==> src/rtl/clnk_readout_ctrl.sv <==
`default_nettype none
// ============================================================================
// Module      : clnk_readout_ctrl
// Description : Queues matched L1As and streams one full event per L1A from
//               the sample buffer to the channel-link output stage.
// Revision    : 1.0 - initial release
// ============================================================================
module clnk_readout_ctrl #(
    parameter int NSAMP    = 8,
    parameter int WRDS_SMP = 96,
    parameter int MAX_PEND = 7,
    parameter int GAP_CYC  = 2
) (
    input  logic        CLK,
    input  logic        RST,
    input  logic        L1A_MATCH,
    input  logic        RD_RDY,
    input  logic [15:0] RD_DATA,
    output logic        RD_EN,
    output logic [15:0] FRAME_DATA,
    output logic        DVALID,
    output logic        LAST_WRD,
    output logic        OVLP_MUX,
    output logic        MLT_OVLP,
    output logic        BUSY,
    output logic [3:0]  PEND_CNT,
    output logic        OVFL
);

    localparam int EVT_WORDS = NSAMP * WRDS_SMP;
    localparam int WCW       = $clog2(EVT_WORDS);
    localparam int GCW       = (GAP_CYC > 1) ? $clog2(GAP_CYC) : 1;

    localparam logic [WCW-1:0] c_wcnt_last = WCW'(EVT_WORDS - 1);
    localparam logic [GCW-1:0] c_gap_last  = GCW'(GAP_CYC - 1);
    localparam logic [3:0]     c_max_pend  = 4'(MAX_PEND);

    typedef enum logic [1:0] {
        S_IDLE = 2'd0,
        S_WAIT = 2'd1,
        S_READ = 2'd2,
        S_GAP  = 2'd3
    } state_t;

    state_t           state_q, state_d;
    logic [3:0]       pend_q, pend_d;
    logic             ovfl_q, ovfl_d;
    logic [WCW-1:0]   wcnt_q, wcnt_d;
    logic [GCW-1:0]   gcnt_q, gcnt_d;
    logic             ovl_q, ovl_d;
    logic             mov_q, mov_d;

    logic             s1_vld_q, s1_vld_d;
    logic             s1_last_q, s1_last_d;
    logic             s1_ovl_q, s1_ovl_d;
    logic             s1_mov_q, s1_mov_d;
    logic             dvalid_q, dvalid_d;
    logic             last_q, last_d;
    logic [15:0]      frame_q, frame_d;
    logic             ovlp_q, ovlp_d;
    logic             mlt_q, mlt_d;

    logic             w_rd_en;
    logic             w_last_rd;
    logic             w_inc;
    logic             w_dec;

    always_comb begin
        state_d   = state_q;
        pend_d    = pend_q;
        ovfl_d    = ovfl_q;
        wcnt_d    = wcnt_q;
        gcnt_d    = gcnt_q;
        ovl_d     = ovl_q;
        mov_d     = mov_q;
        w_rd_en   = 1'b0;
        w_last_rd = 1'b0;

        w_inc = L1A_MATCH;
        w_dec = (state_q == S_WAIT) && RD_RDY;

        // A simultaneous accept and start cancel out, so saturation only bites
        // when no event is leaving the queue in the same cycle.
        if (w_inc && !w_dec) begin
            if (pend_q == c_max_pend) begin
                ovfl_d = 1'b1;
            end else begin
                pend_d = pend_q + 4'd1;
            end
        end else if (w_dec && !w_inc) begin
            pend_d = pend_q - 4'd1;
        end

        case (state_q)
            S_IDLE: begin
                if (pend_q != 4'd0) begin
                    state_d = S_WAIT;
                end
            end
            S_WAIT: begin
                if (RD_RDY) begin
                    state_d = S_READ;
                    wcnt_d  = '0;
                    ovl_d   = (pend_d >= 4'd1);
                    mov_d   = (pend_d >= 4'd2);
                end
            end
            S_READ: begin
                w_rd_en = 1'b1;
                if (wcnt_q == c_wcnt_last) begin
                    w_last_rd = 1'b1;
                    state_d   = S_GAP;
                    gcnt_d    = '0;
                end else begin
                    wcnt_d = wcnt_q + 1'b1;
                end
            end
            S_GAP: begin
                if (gcnt_q == c_gap_last) begin
                    state_d = S_IDLE;
                end else begin
                    gcnt_d = gcnt_q + 1'b1;
                end
            end
            default: begin
                state_d = S_IDLE;
            end
        endcase
    end

    // Two-stage output pipeline: stage 1 tracks the buffer's read latency,
    // stage 2 registers the word together with its framing flags.
    always_comb begin
        s1_vld_d  = w_rd_en;
        s1_last_d = w_last_rd;
        s1_ovl_d  = w_rd_en & ovl_q;
        s1_mov_d  = w_rd_en & mov_q;
        dvalid_d  = s1_vld_q;
        last_d    = s1_last_q;
        frame_d   = s1_vld_q ? RD_DATA : frame_q;
        ovlp_d    = s1_ovl_q;
        mlt_d     = s1_mov_q;
    end

    always_ff @(posedge CLK or posedge RST) begin
        if (RST) begin
            state_q   <= S_IDLE;
            pend_q    <= 4'd0;
            ovfl_q    <= 1'b0;
            wcnt_q    <= '0;
            gcnt_q    <= '0;
            ovl_q     <= 1'b0;
            mov_q     <= 1'b0;
            s1_vld_q  <= 1'b0;
            s1_last_q <= 1'b0;
            s1_ovl_q  <= 1'b0;
            s1_mov_q  <= 1'b0;
            dvalid_q  <= 1'b0;
            last_q    <= 1'b0;
            frame_q   <= 16'd0;
            ovlp_q    <= 1'b0;
            mlt_q     <= 1'b0;
        end else begin
            state_q   <= state_d;
            pend_q    <= pend_d;
            ovfl_q    <= ovfl_d;
            wcnt_q    <= wcnt_d;
            gcnt_q    <= gcnt_d;
            ovl_q     <= ovl_d;
            mov_q     <= mov_d;
            s1_vld_q  <= s1_vld_d;
            s1_last_q <= s1_last_d;
            s1_ovl_q  <= s1_ovl_d;
            s1_mov_q  <= s1_mov_d;
            dvalid_q  <= dvalid_d;
            last_q    <= last_d;
            frame_q   <= frame_d;
            ovlp_q    <= ovlp_d;
            mlt_q     <= mlt_d;
        end
    end

    assign RD_EN      = w_rd_en;
    assign FRAME_DATA = frame_q;
    assign DVALID     = dvalid_q;
    assign LAST_WRD   = last_q;
    assign OVLP_MUX   = ovlp_q;
    assign MLT_OVLP   = mlt_q;
    assign BUSY       = (state_q != S_IDLE);
    assign PEND_CNT   = pend_q;
    assign OVFL       = ovfl_q;

endmodule
`default_nettype wire

==> config.mk <==
export PLATFORM = sky130hd
export DESIGN_NAME = clnk_readout_ctrl
export DESIGN_NICKNAME = d
export VERILOG_FILES = /design/src/rtl/clnk_readout_ctrl.sv
export SDC_FILE = /design/constraint.sdc
export NUM_CORES = 1
export LEC_CHECK = 0
export BUFFER_PORTS_ARGS = -buffer_cell sky130_fd_sc_hd__buf_4
export CAP_MARGIN = 20
export CELL_PAD_IN_SITES_DETAIL_PLACEMENT = 0
export CELL_PAD_IN_SITES_GLOBAL_PLACEMENT = 1
export CORE_MARGIN = 2
export CORE_UTILIZATION = 42
export DETAILED_ROUTE_END_ITERATION = 12
export HOLD_SLACK_MARGIN = 0.15
export MAX_ROUTING_LAYER = met4
export PLACE_DENSITY_LB_ADDON = 0.1
export SETUP_SLACK_MARGIN = 0.05
export SYNTH_ARGS = -nofsm -noshare
export SYNTH_HDL_FRONTEND = slang
export SYNTH_SLANG_ARGS = --single-unit
==> constraint.sdc <==
create_clock -name CLK -period 2.15 [get_ports CLK]
set_input_delay 0.43 -clock CLK [delete_from_list [all_inputs] [get_ports CLK]]
set_output_delay 0.43 -clock CLK [all_outputs]
set_load 0.1 [all_outputs]
### Word-level counts from Yosys, hierarchy flattened

Index checks and enable logic that the tools add are counted.

* $add $sub $neg: 4
* order comparisons: 2
* eq/ne operators: 10
* muxes and demuxes: 17
* bitwise operators: 2
* reduce and logical (&&, ||, !) cells: 15

Operator list (number)
* two-way mux 10 bit: 2
* one-hot mux 10 bit (2 select lines): 1
* two-way mux 4 bit: 3
* adder 10 x 1 -> 10 bit (second input constant): 1
* equality test 10 bit (second input constant): 1
* != test 2 bit (second input constant): 5
* two-way mux 2 bit: 4
* one-hot mux 2 bit (4 select lines): 1
* AND reduction 2 bit: 3
* nonzero test 2 bit: 3
* two-way mux 1 bit: 5
* adder 4 x 1 -> 4 bit (second input constant): 1
* equality test 2 bit (second input constant): 2
* equality test 4 x 3 -> 1 bit (second input constant): 1
* greater-or-equal comparator 4 x 1 -> 1 bit (second input constant): 1
* greater-or-equal comparator 4 x 2 -> 1 bit (second input constant): 1
* AND reduction 4 bit: 1
* nonzero test 4 bit: 1
* subtractor 4 x 1 -> 4 bit (second input constant): 1
* logical AND 1 bit: 3
* AND reduction 3 bit: 1
* AND 1 bit: 2
* equality test 2 x 1 -> 1 bit (second input constant): 1
* zero test 1 bit: 2
* other kinds (3): 3

* flip-flop bits (word level): 44
* bits of input ports: 20
* output and inout port bits: 27
* word-level logic and storage cells: 66

### Depth between registers and ports, before layout

* depth after elaboration: 6
* gate-level depth with buffers: 7
* mapped depth without buffers: 7

### Worst setup path after synthesis

Ideal clock, no wire load.

* path kind: reg2reg
* start: register pend_q[1] (netlist: PEND_CNT[1])
* end: register state_q[1]
* library setup time: 0.125 ns
* arrival: 2.319 ns
* data required time: 2.025 ns
* setup slack: -0.294 ns
* stages on the path, launching flop included: 7
* buffers on the path: 0
* clock period less this slack: 2.444 ns
* path through: dfrtp_1 inv_1 ha_1 nor4b_1 a221o_2 a21oi_1 mux2_2

* cells in the longest elaborated chain, start to end: 3

Ends and longest elaborated chain
* from (decl): line 46 `logic [3:0] pend_q, pend_d;`
* from (signal assigned): line 165 `pend_q <= pend_d;`
* nonzero test 4 bit: line 96 `if (pend_q != 4'd0) begin`
* != test 2 bit (no line)
* AND reduction 4 bit (no line)
* to (signal assigned): line 164 `state_q <= state_d;`
* to (decl): line 45 `state_t state_q, state_d;`

No other way between the ends.
A chain may end at the register's enable or synchronous reset.

### Worst setup path after layout

* start: register state_q[0]
* end: output RD_EN

* cells in the longest elaborated chain, start to end: 2

Ends and longest elaborated chain
* equality test 2 bit: line 94 `case (state_q)`
* two-way mux 1 bit: line 94
* to (decl): line 19 `output logic RD_EN,`

No other way between the ends.

==> report_table.html <==
<table>
<tr><th>Metric</th><th>Value</th></tr>
<tr><th colspan="2">Status</th></tr>
<tr><td>Run status</td><td>completed</td></tr>
<tr><th colspan="2">Timing</th></tr>
<tr><td>Number of setup violations in the final report</td><td>0</td></tr>
<tr><td>Final Slew Violations</td><td>0</td></tr>
<tr><td>F_max</td><td>0.504 GHz</td></tr>
<tr><td>Slew margin rel.</td><td>58.1%</td></tr>
<tr><td>Worst-Margin Slew</td><td>629 ps</td></tr>
<tr><td>RSZ-0062 raised after global routing</td><td>no</td></tr>
<tr><td>Worst Skew</td><td>7.97 ps</td></tr>
<tr><td>Final hold viol count</td><td>0</td></tr>
<tr><td>Post-route minimum period</td><td>1980 ps</td></tr>
<tr><td>Share of the clock period used by the worst path</td><td>92.3%</td></tr>
<tr><th colspan="2">Floorplanning</th></tr>
<tr><td>Die outline area</td><td>0.00533 mm2</td></tr>
<tr><td>Number of standard-cell rows in the floorplan</td><td>25</td></tr>
<tr><td>Top-level I/O count</td><td>47</td></tr>
<tr><td>Initial standard-cell utilization of the core</td><td>42.9%</td></tr>
<tr><td>Die extent in y</td><td>73.0 um</td></tr>
<tr><td>Die width</td><td>73.0 um</td></tr>
<tr><td>Core Footprint</td><td>0.00466 mm2</td></tr>
<tr><th colspan="2">Synth</th></tr>
<tr><td>Ys flop type</td><td>dfrtp_1</td></tr>
<tr><td>Net count after synthesis</td><td>194</td></tr>
<tr><td>Cell type with the largest total area after synthesis</td><td>dfrtp_1</td></tr>
<tr><td>Synth top cells by count</td><td>dfrtp_1, mux2_2, nor2_1</td></tr>
<tr><td>Async set or reset register ratio after synthesis</td><td>100%</td></tr>
<tr><td>Post-synth cell types</td><td>41</td></tr>
<tr><td>Mean Syn Cell Area</td><td>12.1 um2</td></tr>
<tr><td>Synthesized flop and latch total</td><td>44</td></tr>
<tr><td>Synthesized netlist cell count</td><td>165</td></tr>
<tr><td>Syn. warnings</td><td>0</td></tr>
<tr><td>Number of enable flip-flop cells after synthesis</td><td>0</td></tr>
<tr><td>Area share of the largest cell type after synthesis</td><td>55.1%</td></tr>
<tr><td>Synthesized cell area</td><td>0.00200 mm2</td></tr>
<tr><td>Ranking of synthesized cells by area</td><td>dfrtp_1, mux2_2, ha_1</td></tr>
<tr><td>Most repeated cell in the gate-level netlist after synthesis</td><td>dfrtp_1</td></tr>
<tr><td>Register area share after synthesis</td><td>55.1%</td></tr>
<tr><th colspan="2">Clock network</th></tr>
<tr><td>Clock-pin slew of the registers on the worst-case setup and hold paths</td><td>80 ps</td></tr>
<tr><td>Maximum buffer depth of the clock tree</td><td>2</td></tr>
<tr><td>Total of hold buffers inserted after clock tree synthesis</td><td>0</td></tr>
<tr><td>Root buffer selected by CTS</td><td>clkbuf_8</td></tr>
<tr><td>Number of buffers added by the clock tree synthesis step</td><td>5</td></tr>
<tr><td>Post-CTS Setup Repair Bufs</td><td>0</td></tr>
<tr><td>Cts repair resizes</td><td>0</td></tr>
<tr><td>Clock sink total</td><td>44</td></tr>
<tr><td>H-tree depth</td><td>2</td></tr>
<tr><td>Clock latency reported for the late side of the worst-skew pair</td><td>300 ps</td></tr>
<tr><td>Clock tree from TritonCTS</td><td>done</td></tr>
<tr><th colspan="2">Cells and area</th></tr>
<tr><td>Fraction of final layout cells with drive strength greater than 1</td><td>40.0%</td></tr>
<tr><td>Final net count</td><td>248</td></tr>
<tr><td>Post-route standard cell area excluding fillers</td><td>0.00255 mm2</td></tr>
<tr><td>Layout-stage area growth over the synthesis result</td><td>27.6%</td></tr>
<tr><td>Diodes inserted</td><td>0</td></tr>
<tr><td>Number of filler cells placed in the layout</td><td>395</td></tr>
<tr><td>Count of placed standard cells in the final layout, fillers left out</td><td>274</td></tr>
<tr><th colspan="2">Route</th></tr>
<tr><td>Number of iterations in the first detailed-routing pass</td><td>4</td></tr>
<tr><td>Final wirelength</td><td>3690 um</td></tr>
<tr><td>Number of vias after detailed routing</td><td>1,396</td></tr>
<tr><td>Wire per inst</td><td>13.5 um</td></tr>
<tr><td>Number of DRC markers in iteration 0</td><td>41</td></tr>
<tr><td>Drt via density</td><td>5.09</td></tr>
<tr><td>Count of nets left with antenna violations after detail routing</td><td>0</td></tr>
<tr><td>Number of remaining DRC errors</td><td>0</td></tr>
<tr><th colspan="2">Worst hold path</th></tr>
<tr><td>Hold Path Class</td><td>in -&gt; async</td></tr>
<tr><th colspan="2">Placed design</th></tr>
<tr><td>Total half-perimeter wirelength after legalization and detailed placement</td><td>2750 um</td></tr>
<tr><td>Post-DP Area</td><td>0.00244 mm2</td></tr>
<tr><td>Placed instance count</td><td>266</td></tr>
<tr><td>Global placement routability congestion</td><td>0.791</td></tr>
<tr><td># port buffers</td><td>46</td></tr>
<tr><th colspan="2">Setup path</th></tr>
<tr><td>Critical path required time</td><td>1720 ps</td></tr>
<tr><td>Crit path max fanout</td><td>12</td></tr>
<tr><td>Register-to-register path setup slack</td><td>250 ps</td></tr>
<tr><td>Endpoint arrival time on the critical path</td><td>1550 ps</td></tr>
<tr><td>CP Capture Type</td><td>primary output</td></tr>
<tr><td>Critical path type</td><td>reg -&gt; out</td></tr>
<tr><td>Kind of start point of the critical path</td><td>register</td></tr>
<tr><th colspan="2">Global routing</th></tr>
<tr><td>Total overflow reported by the global router</td><td>0</td></tr>
<tr><td>Global-route wire length before repair</td><td>6230 um</td></tr>
<tr><td>Initial antenna violation count</td><td>0</td></tr>
<tr><td>Vias in the first global route</td><td>1,401</td></tr>
<tr><td>Pin count of the biggest net entering global routing</td><td>45</td></tr>
<tr><td>GRT Total Usage</td><td>15.8%</td></tr>
<tr><th colspan="2">Job</th></tr>
<tr><td>Count of maximum capacitance violations</td><td>0</td></tr>
</table>
[critical path, cell delays in order, from the launching register on]
cell     delay (ps)
dfrtp_1         420
inv_1           130
ha_2            200
buf_4           190
buf_4           310
[final timing paths]
kind / end / start / cells past startpoint
setup / recovery: RD_EN / state_q[0] / 4
hold / removal: FRAME_DATA[1] / RST / 3
setup reg to reg: ovl_q / state_q[1] / 7
hold reg to reg: OVLP_MUX / ovlp_d / 0
max in group asynchronous: PEND_CNT[0] / RST / 3
min in group CLK: OVLP_MUX / ovlp_d / 0
[stage by stage]
| step | hold slack, ps | TNS [ps] | worst slack [ps] | util (%) |
|---|---|---|---|---|
| 2_1_floorplan | 331 | -143 | -143 | - |
| 3_3_place_gp | 333 | 0 | 339 | 52.3 |
| 3_5_place_dp | 335 | 0 | 247 | 52.3 |
| 4_1_cts | 284 | 0 | 151 | 54.7 |
| 5_1_grt | 323 | 0 | 50.7 | 54.7 |
| 6_report | 267 | 0 | 165 | 54.7 |
[cell type report]
| type | count | area [um2] | share of cell area, % |
|---|---|---|---|
| Timing Repair Buffer | 50 | 375 | 14.7 |
| Clock buffer | 5 | 68.8 | 2.70 |
| Tap cell | 54 | 67.6 | 2.65 |
| Inverter | 12 | 45.0 | 1.77 |
| Multi-Input combinational cell | 106 | 845 | 33.1 |
| Clock inverter | 3 | 46.3 | 1.81 |
| Sequential cell | 44 | 1100 | 43.3 |
[per-layer routing]
layer  part of all wire [%]  routed length [um]  global-route usage, %
met1                     45                1650                   18.4
met2                     48                1780                   26.0
met3                    5.6                 208                   4.70
met4                    1.6                  60                   5.56
met5                      0                   0                      -
[sequential cells by signal, indices dropped and copies added, names as in the netlist]
register and cells:
DVALID 1, MLT_OVLP 1, gcnt_q 1, ovl_q 1, dvalid_d 1, OVLP_MUX 1
FRAME_DATA 16, LAST_WRD 1, mlt_d 1, state_q 2, ovlp_d 1, mov_q 1
wcnt_q 10, last_d 1, PEND_CNT 4, OVFL 1
[layout by cell type, fill, tap and decap left out, types with 3 or more instances in the layout]
cell,synthesis,routed
buf_4,0,50
dfrtp_1,44,42
mux2_2,18,18
nor2_1,15,15
inv_1,12,12
ha_1,9,8
nand2_1,7,7
xor2_1,7,7
and2_1,5,5
nand4_1,5,5
a21oi_1,5,5
clkbuf_8,0,5
and3_1,3,3
[kinds of logic (layout without fill, tap and decap cells)]
group	Yosys count	count (layout)	share of synthesized area, %
adder cells (fa/ha/maj)	9	9	5.63
XOR/XNOR	9	9	3.94
flip-flops	44	44	55.1
buffers and inverters	15	70	2.82
multiplexers	19	19	10.6
AND/OR/NAND/NOR	48	48	13.2
AO/OA/AOI/OAI	21	21	8.70
Power is left out: the tool's default activity adds up to more than one toggle a clock period on the data nets, which glitch-free logic cannot reach.
